## src/rtl/mux_rr_arbiter.sv

```systemverilog
// Round-robin arbiter for four requesters that drives the select code of a downstream 4:1 mux.
// Each grant is held until done, until the owner drops its request, or until MAX_HOLD cycles pass.
module mux_rr_arbiter #(
  parameter int unsigned MAX_HOLD = 8
) (
  input  logic       clk,
  input  logic       rst_n,
  input  logic [3:0] req,
  input  logic       done,
  output logic [1:0] s,
  output logic [3:0] gnt,
  output logic       gnt_valid,
  output logic       timeout
);

  typedef enum logic [0:0] {StIdle, StGrant} state_e;

  localparam logic [7:0] HoldMax = 8'(MAX_HOLD);

  state_e     state_q, state_d;
  logic [1:0] s_q, s_d;
  logic [1:0] last_q, last_d;
  logic [7:0] hold_q, hold_d;
  logic       timeout_q, timeout_d;
  logic [1:0] win;
  logic [1:0] rr_idx;
  logic       hold_exp;
  logic       exit_grant;

  always_ff @(posedge clk or negedge rst_n) begin
    if (!rst_n) begin
      state_q   <= StIdle;
      s_q       <= 2'b00;
      last_q    <= 2'd3;
      hold_q    <= 8'd0;
      timeout_q <= 1'b0;
    end else begin
      state_q   <= state_d;
      s_q       <= s_d;
      last_q    <= last_d;
      hold_q    <= hold_d;
      timeout_q <= timeout_d;
    end
  end

  // Scan from farthest to nearest so the first requester after last_q overwrites the rest.
  always_comb begin
    win    = last_q;
    rr_idx = last_q;
    for (int i = 4; i >= 1; i--) begin
      rr_idx = last_q + 2'(i);
      if (req[rr_idx]) win = rr_idx;
    end
  end

  assign hold_exp   = (hold_q == HoldMax);
  assign exit_grant = done | ~req[s_q] | hold_exp;

  always_comb begin
    state_d   = state_q;
    s_d       = s_q;
    last_d    = last_q;
    hold_d    = hold_q;
    timeout_d = 1'b0;
    unique case (state_q)
      StIdle: begin
        hold_d = 8'd0;
        if (|req) begin
          state_d = StGrant;
          s_d     = win;
          last_d  = win;
          hold_d  = 8'd1;
        end
      end
      StGrant: begin
        if (hold_q != 8'hff) hold_d = hold_q + 8'd1;
        if (exit_grant) begin
          state_d   = StIdle;
          hold_d    = 8'd0;
          // A normal release in the same cycle as expiry wins over the timeout.
          timeout_d = hold_exp & ~done & req[s_q];
        end
      end
      default: state_d = StIdle;
    endcase
  end

  always_comb begin
    gnt = 4'b0000;
    if (state_q == StGrant) gnt[s_q] = 1'b1;
    gnt_valid = (state_q == StGrant);
    s         = s_q;
    timeout   = timeout_q;
  end

endmodule
```

## config.mk

```make
export PLATFORM = sky130hd
export DESIGN_NAME = mux_rr_arbiter
export DESIGN_NICKNAME = d
export VERILOG_FILES = /design/src/rtl/mux_rr_arbiter.sv
export SDC_FILE = /design/constraint.sdc
export NUM_CORES = 1
export LEC_CHECK = 0
export CAP_MARGIN = 15
export CORE_MARGIN = 1
export CORE_UTILIZATION = 53
export DETAILED_ROUTE_END_ITERATION = 12
export PLACE_DENSITY = 0.8
export SLEW_MARGIN = 5
export SYNTH_ARGS = -nofsm -noshare
export SYNTH_HDL_FRONTEND = slang
export SYNTH_SLANG_ARGS = --single-unit
```

## constraint.sdc

```tcl
create_clock -name clk -period 2.8 [get_ports clk]
set_input_delay 0.28 -clock clk [delete_from_list [all_inputs] [get_ports clk]]
set_output_delay 0.28 -clock clk [all_outputs]
set_load 0.05 [all_outputs]
```

* Yosys cells after proc, flatten, opt, wreduce, memory -nomap -nowiden
Cells that the tools add are included.
** Storage, ports and cells
- Register bits :: 14
- Input bits :: 7
- Output and inout port bits :: 8
** Operators by class
- Add/subtract/negate cells :: 4
- $lt $le $gt $ge :: 5
- Equality and inequality tests :: 3
- Mux-type cells :: 23
- Bitwise gates (word level) :: 7
- Reduce and logical (&&, ||, !) cells :: 3
** Operators with widths (count)
- $mux W8 :: 2
- $pmux W8 S2 :: 1
- $lt A2 B3 Y1 const B :: 4
- $mux W1 :: 10
- $add A8 B1 Y8 const B :: 1
- $bmux W1 S2 :: 4
- $eq A8 B4 Y1 const B :: 1
- $ne A8 B8 Y1 const B :: 1
- $mux W2 :: 3
- $add A2 B2 Y2 const B :: 2
- $mux W4 :: 1
- $reduce_or A4 Y1 :: 1
- $ne A3 B1 Y1 const B :: 1
- $not A1 Y1 :: 3
- $add A2 B1 Y2 const B :: 1
- $and A1 B1 Y1 :: 2
- $demux W1 S2 :: 1
- $ge A2 B1 Y1 const B :: 1
- $or A1 B1 Y1 :: 2
- $pmux W1 S2 :: 1
- $reduce_and A2 Y1 :: 1
- $logic_and A1 B1 Y1 :: 1

* Longest topological paths before layout
Gate-level depths: netlist of the first run.
- Depth in word-level cells :: 7
- Mapped depth :: 5
- Mapped depth without buffers :: 5

* Worst setup path after synthesis of the first run
Ideal clock, no wire load.
- Path kind :: flip-flop to output port
- Start point :: register state_q (netlist: gnt_valid)
- End point :: output gnt[0]
- Arrival :: 1.562 ns
- Data required time :: 2.520 ns
- Setup slack :: 0.958 ns
- Cell stages (with the launch flop) :: 3
- Cells stage by stage :: dfrtp_1 nand2b_1 nor2_1
** On the way
- Word-level cells in the longest chain between the ends :: 1
** RTL lines
- start: declaration :: line 20 : state_e state_q, state_d;
- start signal: assignment :: line 32 : state_q <= StIdle;
- start signal: assignment :: line 38 : state_q <= state_d;
- $mux W4 :: line 90 : if (state_q == StGrant) gnt[s_q] = 1'b1;
- end: declaration :: line 11 : output logic [3:0] gnt,
No other way between the ends.

* Final worst setup path of the first run
- Start point :: register s_q[0] (netlist: s[0])
- End point :: output gnt[2]
** On the way
- Word-level cells in the longest chain between the ends :: 5
- Elaborated cells on any way between the ends :: 6
- Classes of those cells :: order compare: 2; mux: 3; reduce/logical: 1
** RTL lines
- start: declaration :: line 21 : logic [1:0] s_q, s_d;
- start signal: assignment :: line 33 : s_q <= 2'b00;
- start signal: assignment :: line 39 : s_q <= s_d;
- $lt A2 B3 Y1 (not written as such) or $ge A2 B1 Y1 (tied branches) :: line 90
- $logic_and A1 B1 Y1 (not written as such) :: line 90
- $mux W1 (not written as such) :: line 90
- $demux W1 S2 (*) :: line 90
- $mux W4 (*) :: line 90
Every way passes the cells marked *; elsewhere a longest branch is shown, timed or not.

==> results of run 1 <==
[layout make-up]
type,instances,area [um2]
sequential,14,353
tap,15,18.8
inverter,4,15.0
fill,104,375
multi-input combinational,70,454
timing repair buffer,14,140
clock buffer,4,26.3
[Yosys cell counts, types with 2 or more instances]
cell / instances / area (um2)
nand4_1: 4 / 25.0
inv_1: 4 / 15.0
nand2b_1: 3 / 18.8
mux2i_1: 4 / 40.0
ha_1: 2 / 25.0
nor2_1: 12 / 45.0
dfstp_2: 2 / 52.6
nand3_1: 4 / 20.0
dfrtp_1: 12 / 300
a21oi_1: 4 / 20.0
nor3_1: 2 / 10.0
and3_1: 2 / 12.5
o21ai_0: 5 / 25.0
nand2_1: 6 / 22.5
a31oi_1: 2 / 12.5
nor2b_1: 3 / 18.8
[per-layer routing]
| metal | vias to the layer above | share of wire, % | global-route usage (%) |
|---|---|---|---|
| li1 | 363 | - | - |
| met1 | 352 | 49 | 32.4 |
| met2 | 14 | 46 | 32.8 |
| met3 | 2 | 4.2 | 7.83 |
| met4 | 0 | 0.60 | 3.87 |
| met5 | - | 0 | 0 |
[worst paths after layout]
check / start / endpoint / slack [ns] / depth (start not counted)
worst max-delay path: s[0]$_DFFE_PN0P_ / gnt[2] / 0.68 / 3
worst min-delay path: rst_n / s[1]$_DFFE_PN0P_ / 0.38 / 1
worst max register to register: hold_q[0]$_DFFE_PN0P_ / hold_q[2]$_DFFE_PN0P_ / 1.23 / 5
worst min register to register: last_q[1]$_DFFE_PN1P_ / last_q[1]$_DFFE_PN1P_ / 0.51 / 2
max in group asynchronous: rst_n / hold_q[3]$_DFFE_PN0P_ / 2.01 / 1
min in group clk: last_q[1]$_DFFE_PN1P_ / last_q[1]$_DFFE_PN1P_ / 0.51 / 2
[logic make-up after synthesis]
| kind of cell | after synthesis | share of synthesized area [%] |
|---|---|---|
| AND/OR/NAND/NOR | 43 | 27.7 |
| adder cells (fa/ha/maj) | 2 | 3.03 |
| multiplexers | 4 | 4.84 |
| flip-flops | 14 | 42.7 |
| AO/OA/AOI/OAI | 21 | 19.4 |
| buffers and inverters | 5 | 2.42 |
[through the flow]
| step | std cells | util, % | hold WS [ns] |
|---|---|---|---|
| detailed placement | 117 | 71.0 | 0.503 |
| global route | 121 | 72.9 | 0.421 |
| CTS | 121 | 72.9 | 0.398 |
| floorplan | 89 | - | -0.0156 |
| finish | 121 | 72.9 | 0.382 |
| global placement | 117 | 71.0 | 0.495 |
[registers in the layout, summed over array words and instances (netlist names)]
| signal | cells |
|---|---|
| gnt_valid | 1 |
| last_q | 2 |
| timeout | 1 |
| s | 2 |
| hold_q | 8 |
[report_power, final]
| part | leakage (uW) | internal (uW) | switching (uW) |
|---|---|---|---|
| Sequential | 0.000179 | 263 | 78.2 |
| Clock | 0.0000150 | 55.3 | 62.5 |
| Combinational | 0.000222 | 184 | 313 |
| Total | 0.000416 | 503 | 453 |
==> metrics.md, run 1 <==
| Metric | Value |
|---|---|
| Period Utilization, post-route | approximately 76% |
| H-Tree Depth | 1 |
| Layout cells sized above 1 | ~7.5% |
| Worst-skew pair later-pin latency | about 0.28 ns |
| Yosys warnings | 0 |
| Syn Std Cell Area | between 800 and 900 um2 |
| Total power | about 960 uW |
| CP Data Required Time | roughly 2.5 ns |
| Fin nets | around 120 |
| Final GP Congestion | ~0.82 |
| Slew @ Worst Pin | 0.624 ns |
| Critical-path cell list | nand2b_1, nor2_1, clkdlybuf4s50_1 |
| Post-place setup slack | between 0.9 and 1 ns |
| WL final | between 1500 and 2000 um |
| Post-synth EDFFs | 0 |
| CP max-delay cell | clkdlybuf4s50_1 |
| Largest net degree at the start of global routing | 15 |
| Buf/Inv on CP | 1 |
| Initial DRC count | 10 |
| CP max stage delay | between 0.8 and 0.9 ns |
| GRT Residual Overflow | 0 |
| Hold Violations, Final | 0 |
| CTS tree | built |
| Final HPWL DP | approximately 1300 um |
| DR vias/cell | between 6 and 7 |
| Ys flop type | dfrtp_1 |
| Resized cells post-CTS | 0 |
| CP top delay family | buffers and inverters |
| Commonest non-fill, non-tap cell in the layout | clkdlybuf4s50_1 |
| Post-route setup slack | between 0.6 and 0.7 ns |
| First-pass GRT wire length | around 3000 um |
| Input/output buffers | 14 |
| CP startpoint kind | flip-flop |
| Rel. slew slack | 58.3% |
| Total number of vias | between 700 and 800 |
| Core footprint | 1380 um2 |
| Cell area after layout | roughly 1000 um2 |
| Fin. max-slew vios | 0 |
| Register bit total from synthesis | 14 |
| Clk slew on worst S/H paths | approximately 0.08 ns |
| Hold crit path type | in -> async |
| Detailed-route DRC error count | 0 |
| CP Data Arrival Time | 1.84 ns |
| CTS Hold Bufs | 0 |
| Seq/Total Area, Yosys | between 40% and 50% |
| Pwr Density | roughly 950 nW/um2 |
| Skew final | between 0.005 and 0.006 ns |
| Final setup fails | 0 |
| Netlist cell types | 34 |
| Initial antenna violation count | 0 |
| Max Root-Sink Buffers | 2 |
| Max Cap Viol | 0 |
| Ant diodes | 0 |
| CTS buffer count | 3 |
| Io pins | 15 |
| Num Clock Sinks | 14 |
| Static leakage | about 0.00042 uW |
| Die H | between 40 and 50 um |
| Max Freq | between 0.4 and 0.5 GHz |
| Initial Utilization | 59.8% |
| Remaining antenna violation count | 0 |
| Post-synth ARST share | between 90% and 100% |
| Vias in the first global route | approximately 650 |
| Syn_nets | a little under 100 |
| CP endpoint kind | output pin |
| Postcts setup bufs | 0 |
| Syn_area_per_cell | about 9.3 um2 |
| Post-synthesis cell count | 89 |
| RSZ-0062 raised after global routing | false |
| Worst-path maximum fanout | 5 |
| Peak VDD IR | roughly 0.65 mV |
| Commonest cells after routing, fill and taps aside | 14 x clkdlybuf4s50_1, 12 x nor2_1, 12 x dfrtp_1 |
| Die width | just over 40 um |
| Placed cell areas | between 900 and 1000 um2 |
| Die ar. | 1720 um2 |
| CP Class | reg -> out |
| Setup TNS | 0 ns |
| Area Overhead vs Synth | 21.8% |
| Row count | 13 |
| Gr usage total | 22.4% |
| Clock Root Buffer | clkbuf_4 |
| Drt first pass iters | 4 |
| Status | complete, no violations |
| Drt wl/cell | ~14 um |
| Tmin final | roughly 2.1 ns |
No activity file was read; power rests on OpenSTA's default activity.
==> run 2, diff against run 1 <==
--- a/config.mk
+++ b/config.mk
@@ -7,9 +7,9 @@
 export LEC_CHECK = 0
 export CAP_MARGIN = 15
 export CORE_MARGIN = 1
-export CORE_UTILIZATION = 53
+export CORE_UTILIZATION = 45
 export DETAILED_ROUTE_END_ITERATION = 12
-export PLACE_DENSITY = 0.8
+export PLACE_DENSITY = 0.72
 export SLEW_MARGIN = 5
 export SYNTH_ARGS = -nofsm -noshare
 export SYNTH_HDL_FRONTEND = slang
==> constraint.sdc (replaced) <==
create_clock -name clk -period 1.8 [get_ports clk]
set_input_delay 0.18 -clock clk [delete_from_list [all_inputs] [get_ports clk]]
set_output_delay 0.18 -clock clk [all_outputs]
set_load 0.05 [all_outputs]
==> run 2 against run 1 <==
Critical path depth down 2. Via count up 3.0%. Wire length down 3.2%. Worst hold slack worse by 0.12 ns. Critical path type unchanged. Sequential share of layout area down 1.6 points. Count of clock-buffer cells in the layout unchanged. Design area up 4.7%. Worst setup slack worse by 0.57 ns. Critical endpoint is now s[0]. Largest cell class unchanged. Sequential power up 53%. Core utilization down 12 points. Die area up 17%. First-iteration DRC count rose to 3.0 times the previous value.
==> metrics.md, run 2 (synthesized netlist as in run 1, its figures left out) <==
| Metric | Value |
|---|---|
| Worst-skew pair later-pin latency | approximately 0.28 ns |
| Final Core Density | around three fifths |
| Critical-path cell list | clkdlybuf4s50_1 |
| CP Data Required Time | 1.62 ns |
| Remaining antenna violation count | 0 |
| Area Overhead vs Synth | 27.5% |
| CTS Hold Bufs | 0 |
| Die ar. | around 2000 um2 |
| Commonest cells after routing, fill and taps aside | 12 x nor2_1, 12 x dfrtp_1, 8 x clkdlybuf4s50_1 |
| CTS buffer count | 3 |
| CP Data Arrival Time | 1.51 ns |
| RSZ-0062 raised after global routing | false |
| Ant diodes | 0 |
| Final GP Congestion | between 0.9 and 1 |
| Hold crit path type | in -> async |
| Fin nets | roughly 120 |
| CP top delay family | buffers and inverters |
| Core footprint | between 1500 and 2000 um2 |
| Final std cells w/o fill | between 100 and 150 |
| WL final | 1620 um |
| DR vias/cell | around 5.7 |
| CP endpoint kind | output pin |
| CP startpoint kind | flip-flop |
| Vias in the first global route | 650 |
| Initial DRC count | 30 |
| Static leakage | 0.000459 uW |
| Fin. max-slew vios | 0 |
| Pwr Density | around 1500 nW/um2 |
| Final setup fails | 0 |
| Row count | 15 |
| CP max-delay cell | clkdlybuf4s50_1 |
| Period Utilization, post-route | a little over nine tenths |
| CP max stage delay | between 0.8 and 0.9 ns |
| Detailed-route DRC error count | 0 |
| Drt wl/cell | 12.1 um |
| Skew final | 0.0139 ns |
| Resized cells post-CTS | 0 |
| H-Tree Depth | 1 |
| Max Freq | ~0.59 GHz |
| FILL cells | about 160 |
| Initial antenna violation count | 0 |
| Layout cells sized above 1 | approximately an eighth |
| Clock Root Buffer | clkbuf_4 |
| Final HPWL DP | 1210 um |
| Initial Utilization | between 40% and 50% |
| Reg with most FFs | hold_q |
| Total power | between 1500 and 2000 uW |
| GRT Residual Overflow | 0 |
| Gr usage total | about a fifth |
| Number of flip-flops in the largest register | 8 |
| Tmin final | ~1.7 ns |
| Largest net degree at the start of global routing | 15 |
| Hold Violations, Final | 0 |
| Die H | between 40 and 50 um |
| Max Root-Sink Buffers | 2 |
| Setup TNS | 0 ns |
| Peak VDD IR | about 0.86 mV |
| Status | complete, no violations |
| CTS tree | built |
| First-pass GRT wire length | between 2000 and 3000 um |
| Die width | 44.9 um |
| Buf/Inv on CP | 1 |
| Slew @ Worst Pin | around 0.6 ns |
| CP Class | reg -> out |
| Num Clock Sinks | 14 |
| Total number of vias | between 700 and 800 |
| Worst-path maximum fanout | 5 |
| Clk slew on worst S/H paths | about 0.09 ns |
| Postcts setup bufs | 0 |
| Rel. slew slack | between 60 and 70% |
| Hold Slack | 0.265 ns |
| Max Cap Viol | 0 |
| Dpl cells | approximately 130 |
| Input/output buffers | 14 |
| Drt first pass iters | 4 |
| Io pins | 15 |
==> run 2: cell types whose count changed in the layout (fill, tap and decap cells not counted) <==
cell,before,now
dlymetal6s2s_1,0,2
buf_4,0,4
clkdlybuf4s50_1,14,8
buf_12,0,2
==> run 2: through the flow <==
stage | area [um2] | setup slack (ns)
3_3_place_gp | 1020 | 0.137
5_1_grt | 1050 | 0.0510
3_5_place_dp | 1020 | 0.106
2_1_floorplan | 827 | 0.0576
4_1_cts | 1050 | 0.0371
6_report | 1050 | 0.112
==> run 2: routing by layer <==
layer,routed length [um],global-route usage (%)
met1,814,28.8
met2,692,26.2
met3,95,6.40
met4,13,7.88
met5,0,0
==> run 2: final cells by class <==
type / count / area, um2 / area share [%]
multi-input cells: 70 / 454 / 43.1
repair buffers: 16 / 175 / 16.6
flip-flops and latches: 14 / 353 / 33.5
inverters: 4 / 15.0 / 1.42
clock buffers: 4 / 26.3 / 2.49
well taps: 25 / 31.3 / 2.97
==> run 2: report_power, final <==
| part | total, uW | internal (uW) | switching, uW |
|---|---|---|---|
| clock network | 183 | 85.9 | 97.0 |
| logic | 828 | 326 | 502 |
| registers | 522 | 410 | 112 |
==> run 2: final timing paths <==
path	from	to	slack [ns]	depth (start not counted)
max in group asynchronous	rst_n	s[0]$_DFFE_PN0P_	1.13	1
worst max-delay path	s[0]$_DFFE_PN0P_	s[0]	0.11	1
worst min register to register	last_q[1]$_DFFE_PN1P_	last_q[1]$_DFFE_PN1P_	0.51	2
worst min-delay path	rst_n	hold_q[7]$_DFFE_PN0P_	0.26	1
min in group clk	last_q[1]$_DFFE_PN1P_	last_q[1]$_DFFE_PN1P_	0.51	2
worst max register to register	hold_q[0]$_DFFE_PN0P_	hold_q[2]$_DFFE_PN0P_	0.24	5
==> run 3, diff against run 2 <==
--- a/config.mk
+++ b/config.mk
@@ -7,10 +7,10 @@
 export LEC_CHECK = 0
 export CAP_MARGIN = 15
 export CORE_MARGIN = 1
-export CORE_UTILIZATION = 45
+export CORE_UTILIZATION = 53
 export DETAILED_ROUTE_END_ITERATION = 12
-export PLACE_DENSITY = 0.72
-export SLEW_MARGIN = 5
+export HOLD_SLACK_MARGIN = 0.05
+export PLACE_DENSITY = 0.8
 export SYNTH_ARGS = -nofsm -noshare
 export SYNTH_HDL_FRONTEND = slang
 export SYNTH_SLANG_ARGS = --single-unit
==> constraint.sdc (replaced) <==
create_clock -name clk -period 2 [get_ports clk]
set_input_delay 0.2 -clock clk [delete_from_list [all_inputs] [get_ports clk]]
set_output_delay 0.2 -clock clk [all_outputs]
set_load 0.05 [all_outputs]
==> run 3 against run 2 <==
Register-to-register slack better by 0.18 ns. Worst hold slack better by 0.015 ns. Wire length is 4.6% higher. Sequential power is 8.6% lower. Design area is 4.5% lower. Core utilization is 12 points higher. Final cell count is 9.0% lower. Total power is 14% lower. Sequential cell count stayed put. Worst setup slack better by 0.10 ns. Combinational power is 17% lower. Critical path type unchanged. Count of clock-buffer cells in the layout stayed put.
==> metrics.md, run 3 (synthesized netlist as in run 1, its figures left out) <==
| Metric | Value |
|---|---|
| CTS buffer count | 3 |
| Net Sw Power | 625 uW |
| Status | complete, no violations |
| Final setup fails | 0 |
| Core footprint | about 1400 um2 |
| CTS tree | built |
| Die width | 41.5 um |
| Fin. max-slew vios | 0 |
| CP Class | reg -> out |
| Pwr Density | between 1000 and 1500 nW/um2 |
| Placed cell areas | about 1000 um2 |
| Worst r2r src | hold_q[0]$_DFFE_PN0P_ |
| Drt wl/cell | between 10 and 15 um |
| Tmin final | about 1.8 ns |
| Setup TNS | 0 ns |
| Initial antenna violation count | 0 |
| Drt first pass iters | 4 |
| Input/output buffers | 14 |
| Skew final | 0.00970 ns |
| Max Root-Sink Buffers | 2 |
| CP max-delay cell | clkdlybuf4s50_1 |
| Cell area after layout | 1010 um2 |
| Hold Violations, Final | 0 |
| Fraction of power spent switching nets | a little under half |
| Slew @ Worst Pin | between 0.5 and 0.6 ns |
| CTS Hold Bufs | 0 |
| Critical-path cell list | clkdlybuf4s50_1 |
| Worst-path maximum fanout | 6 |
| FILL cells | 112 |
| GRT Residual Overflow | 0 |
| Die ar. | 1720 um2 |
| Clk pwr share | between 10% and 20% |
| RSZ-0062 raised after global routing | false |
| Num Clock Sinks | 14 |
| First-pass GRT wire length | 2990 um |
| Initial Utilization | about 60% |
| Largest net degree at the start of global routing | 15 |
| Period Utilization, post-route | 89.2% |
| WL final | 1690 um |
| Register share of total power | a little over a third |
| Static leakage | about 0.00045 uW |
| CP Data Required Time | 1.80 ns |
| Total number of vias | a little over 700 |
| Gr usage total | between 20% and 30% |
| Clk slew on worst S/H paths | ~0.080 ns |
| Post-place setup slack | 0.242 ns |
| Number of flip-flops in the largest register | 8 |
| Reg2reg path depth | 5 |
| CP top delay family | buffers and inverters |
| Vias in the first global route | roughly 670 |
| DR vias/cell | 5.93 |
| CP Data Arrival Time | ~1.6 ns |
| Rel. slew slack | 61.5% |
| Remaining antenna violation count | 0 |
| Commonest cells after routing, fill and taps aside | 12 x nor2_1, 12 x dfrtp_1, 10 x clkdlybuf4s50_1 |
| Int Pwr | 698 uW |
| Post-route setup slack | approximately 0.22 ns |
| Combinational fraction of design power | approximately half |
| Die H | 41.5 um |
| CP startpoint kind | flip-flop |
| Initial DRC count | 20 |
| Reg with most FFs | hold_q |
| CP endpoint kind | output pin |
| Row count | 13 |
| Clock Root Buffer | clkbuf_4 |
| Final HPWL DP | between 1000 and 1500 um |
| Hold Slack | roughly 0.28 ns |
| Area Overhead vs Synth | 21.8% |
| Final GP Congestion | roughly 0.83 |
| Worst-skew pair later-pin latency | ~0.28 ns |
| Ant diodes | 0 |
| CP max stage delay | roughly 0.84 ns |
| Reg-to-reg endpoint | hold_q[2]$_DFFE_PN0P_ |
| Detailed-route DRC error count | 0 |
| Total power | ~1300 uW |
| Peak VDD IR | 0.868 mV |
| Max Cap Viol | 0 |
| Max Freq | around 0.56 GHz |
| Buf/Inv on CP | 1 |
| Reg2reg setup slack | roughly 0.42 ns |
| Fin nets | ~120 |
| Io pins | 15 |
| H-Tree Depth | 1 |
| Hold crit path type | in -> async |
| Layout cells sized above 1 | about a tenth |
==> run 3: layout make-up <==
| cell class | count | area [um2] | area share, % |
|---|---|---|---|
| clock buffer | 4 | 26.3 | 2.61 |
| inverter | 4 | 15.0 | 1.49 |
| multi-input combinational | 70 | 454 | 45.1 |
| sequential | 14 | 353 | 35.0 |
| tap | 15 | 18.8 | 1.86 |
| timing repair buffer | 14 | 140 | 13.9 |
==> run 3: worst max path at each step <==
stage / from / endpoint / slack (ns) / depth (start not counted)
global placement: req[0] / hold_q[0]$_DFFE_PN0P_ / 0.30 / 5
floorplan: gnt_valid$_DFF_PN0_ / gnt[0] / 0.24 / 2
global route: s[1]$_DFFE_PN0P_ / s[1] / 0.14 / 1
detailed placement: req[0] / hold_q[0]$_DFFE_PN0P_ / 0.24 / 5
CTS: s[1]$_DFFE_PN0P_ / gnt[3] / 0.03 / 3
finish: s[1]$_DFFE_PN0P_ / s[1] / 0.22 / 1
==> run 3: routing by layer <==
layer / part of all wire (%) / global-route usage, % / vias to the layer above
met2: 45 / 33.1 / 10
met1: 50 / 31.1 / 342
li1: - / - / 364
met5: 0 / 0 / -
met4: 0.71 / 9.03 / 0
met3: 4.0 / 8.26 / 2
==> run 3: metrics by stage <==
step           std cells  util [%]
2_1_floorplan         89         -
3_5_place_dp         117      70.6
5_1_grt              121      72.9
3_3_place_gp         117      70.6
4_1_cts              121      72.5
6_report             121      72.9
==> run 3: what timing repair did <==
action / CTS / global route
setup buffers: 0 / 0
resized for setup: 0 / 2
setup endpoints to repair: 0 / 2
==> run 3: power by group through the flow <==
stage / Combinational, uW / Clock [uW] / Sequential (uW)
2_1_floorplan: 394 / 0 / 563
3_3_place_gp: 680 / 0 / 480
3_5_place_dp: 687 / 0 / 481
4_1_cts: 688 / 164 / 474
5_1_grt: 748 / 175 / 495
6_report: 685 / 160 / 477
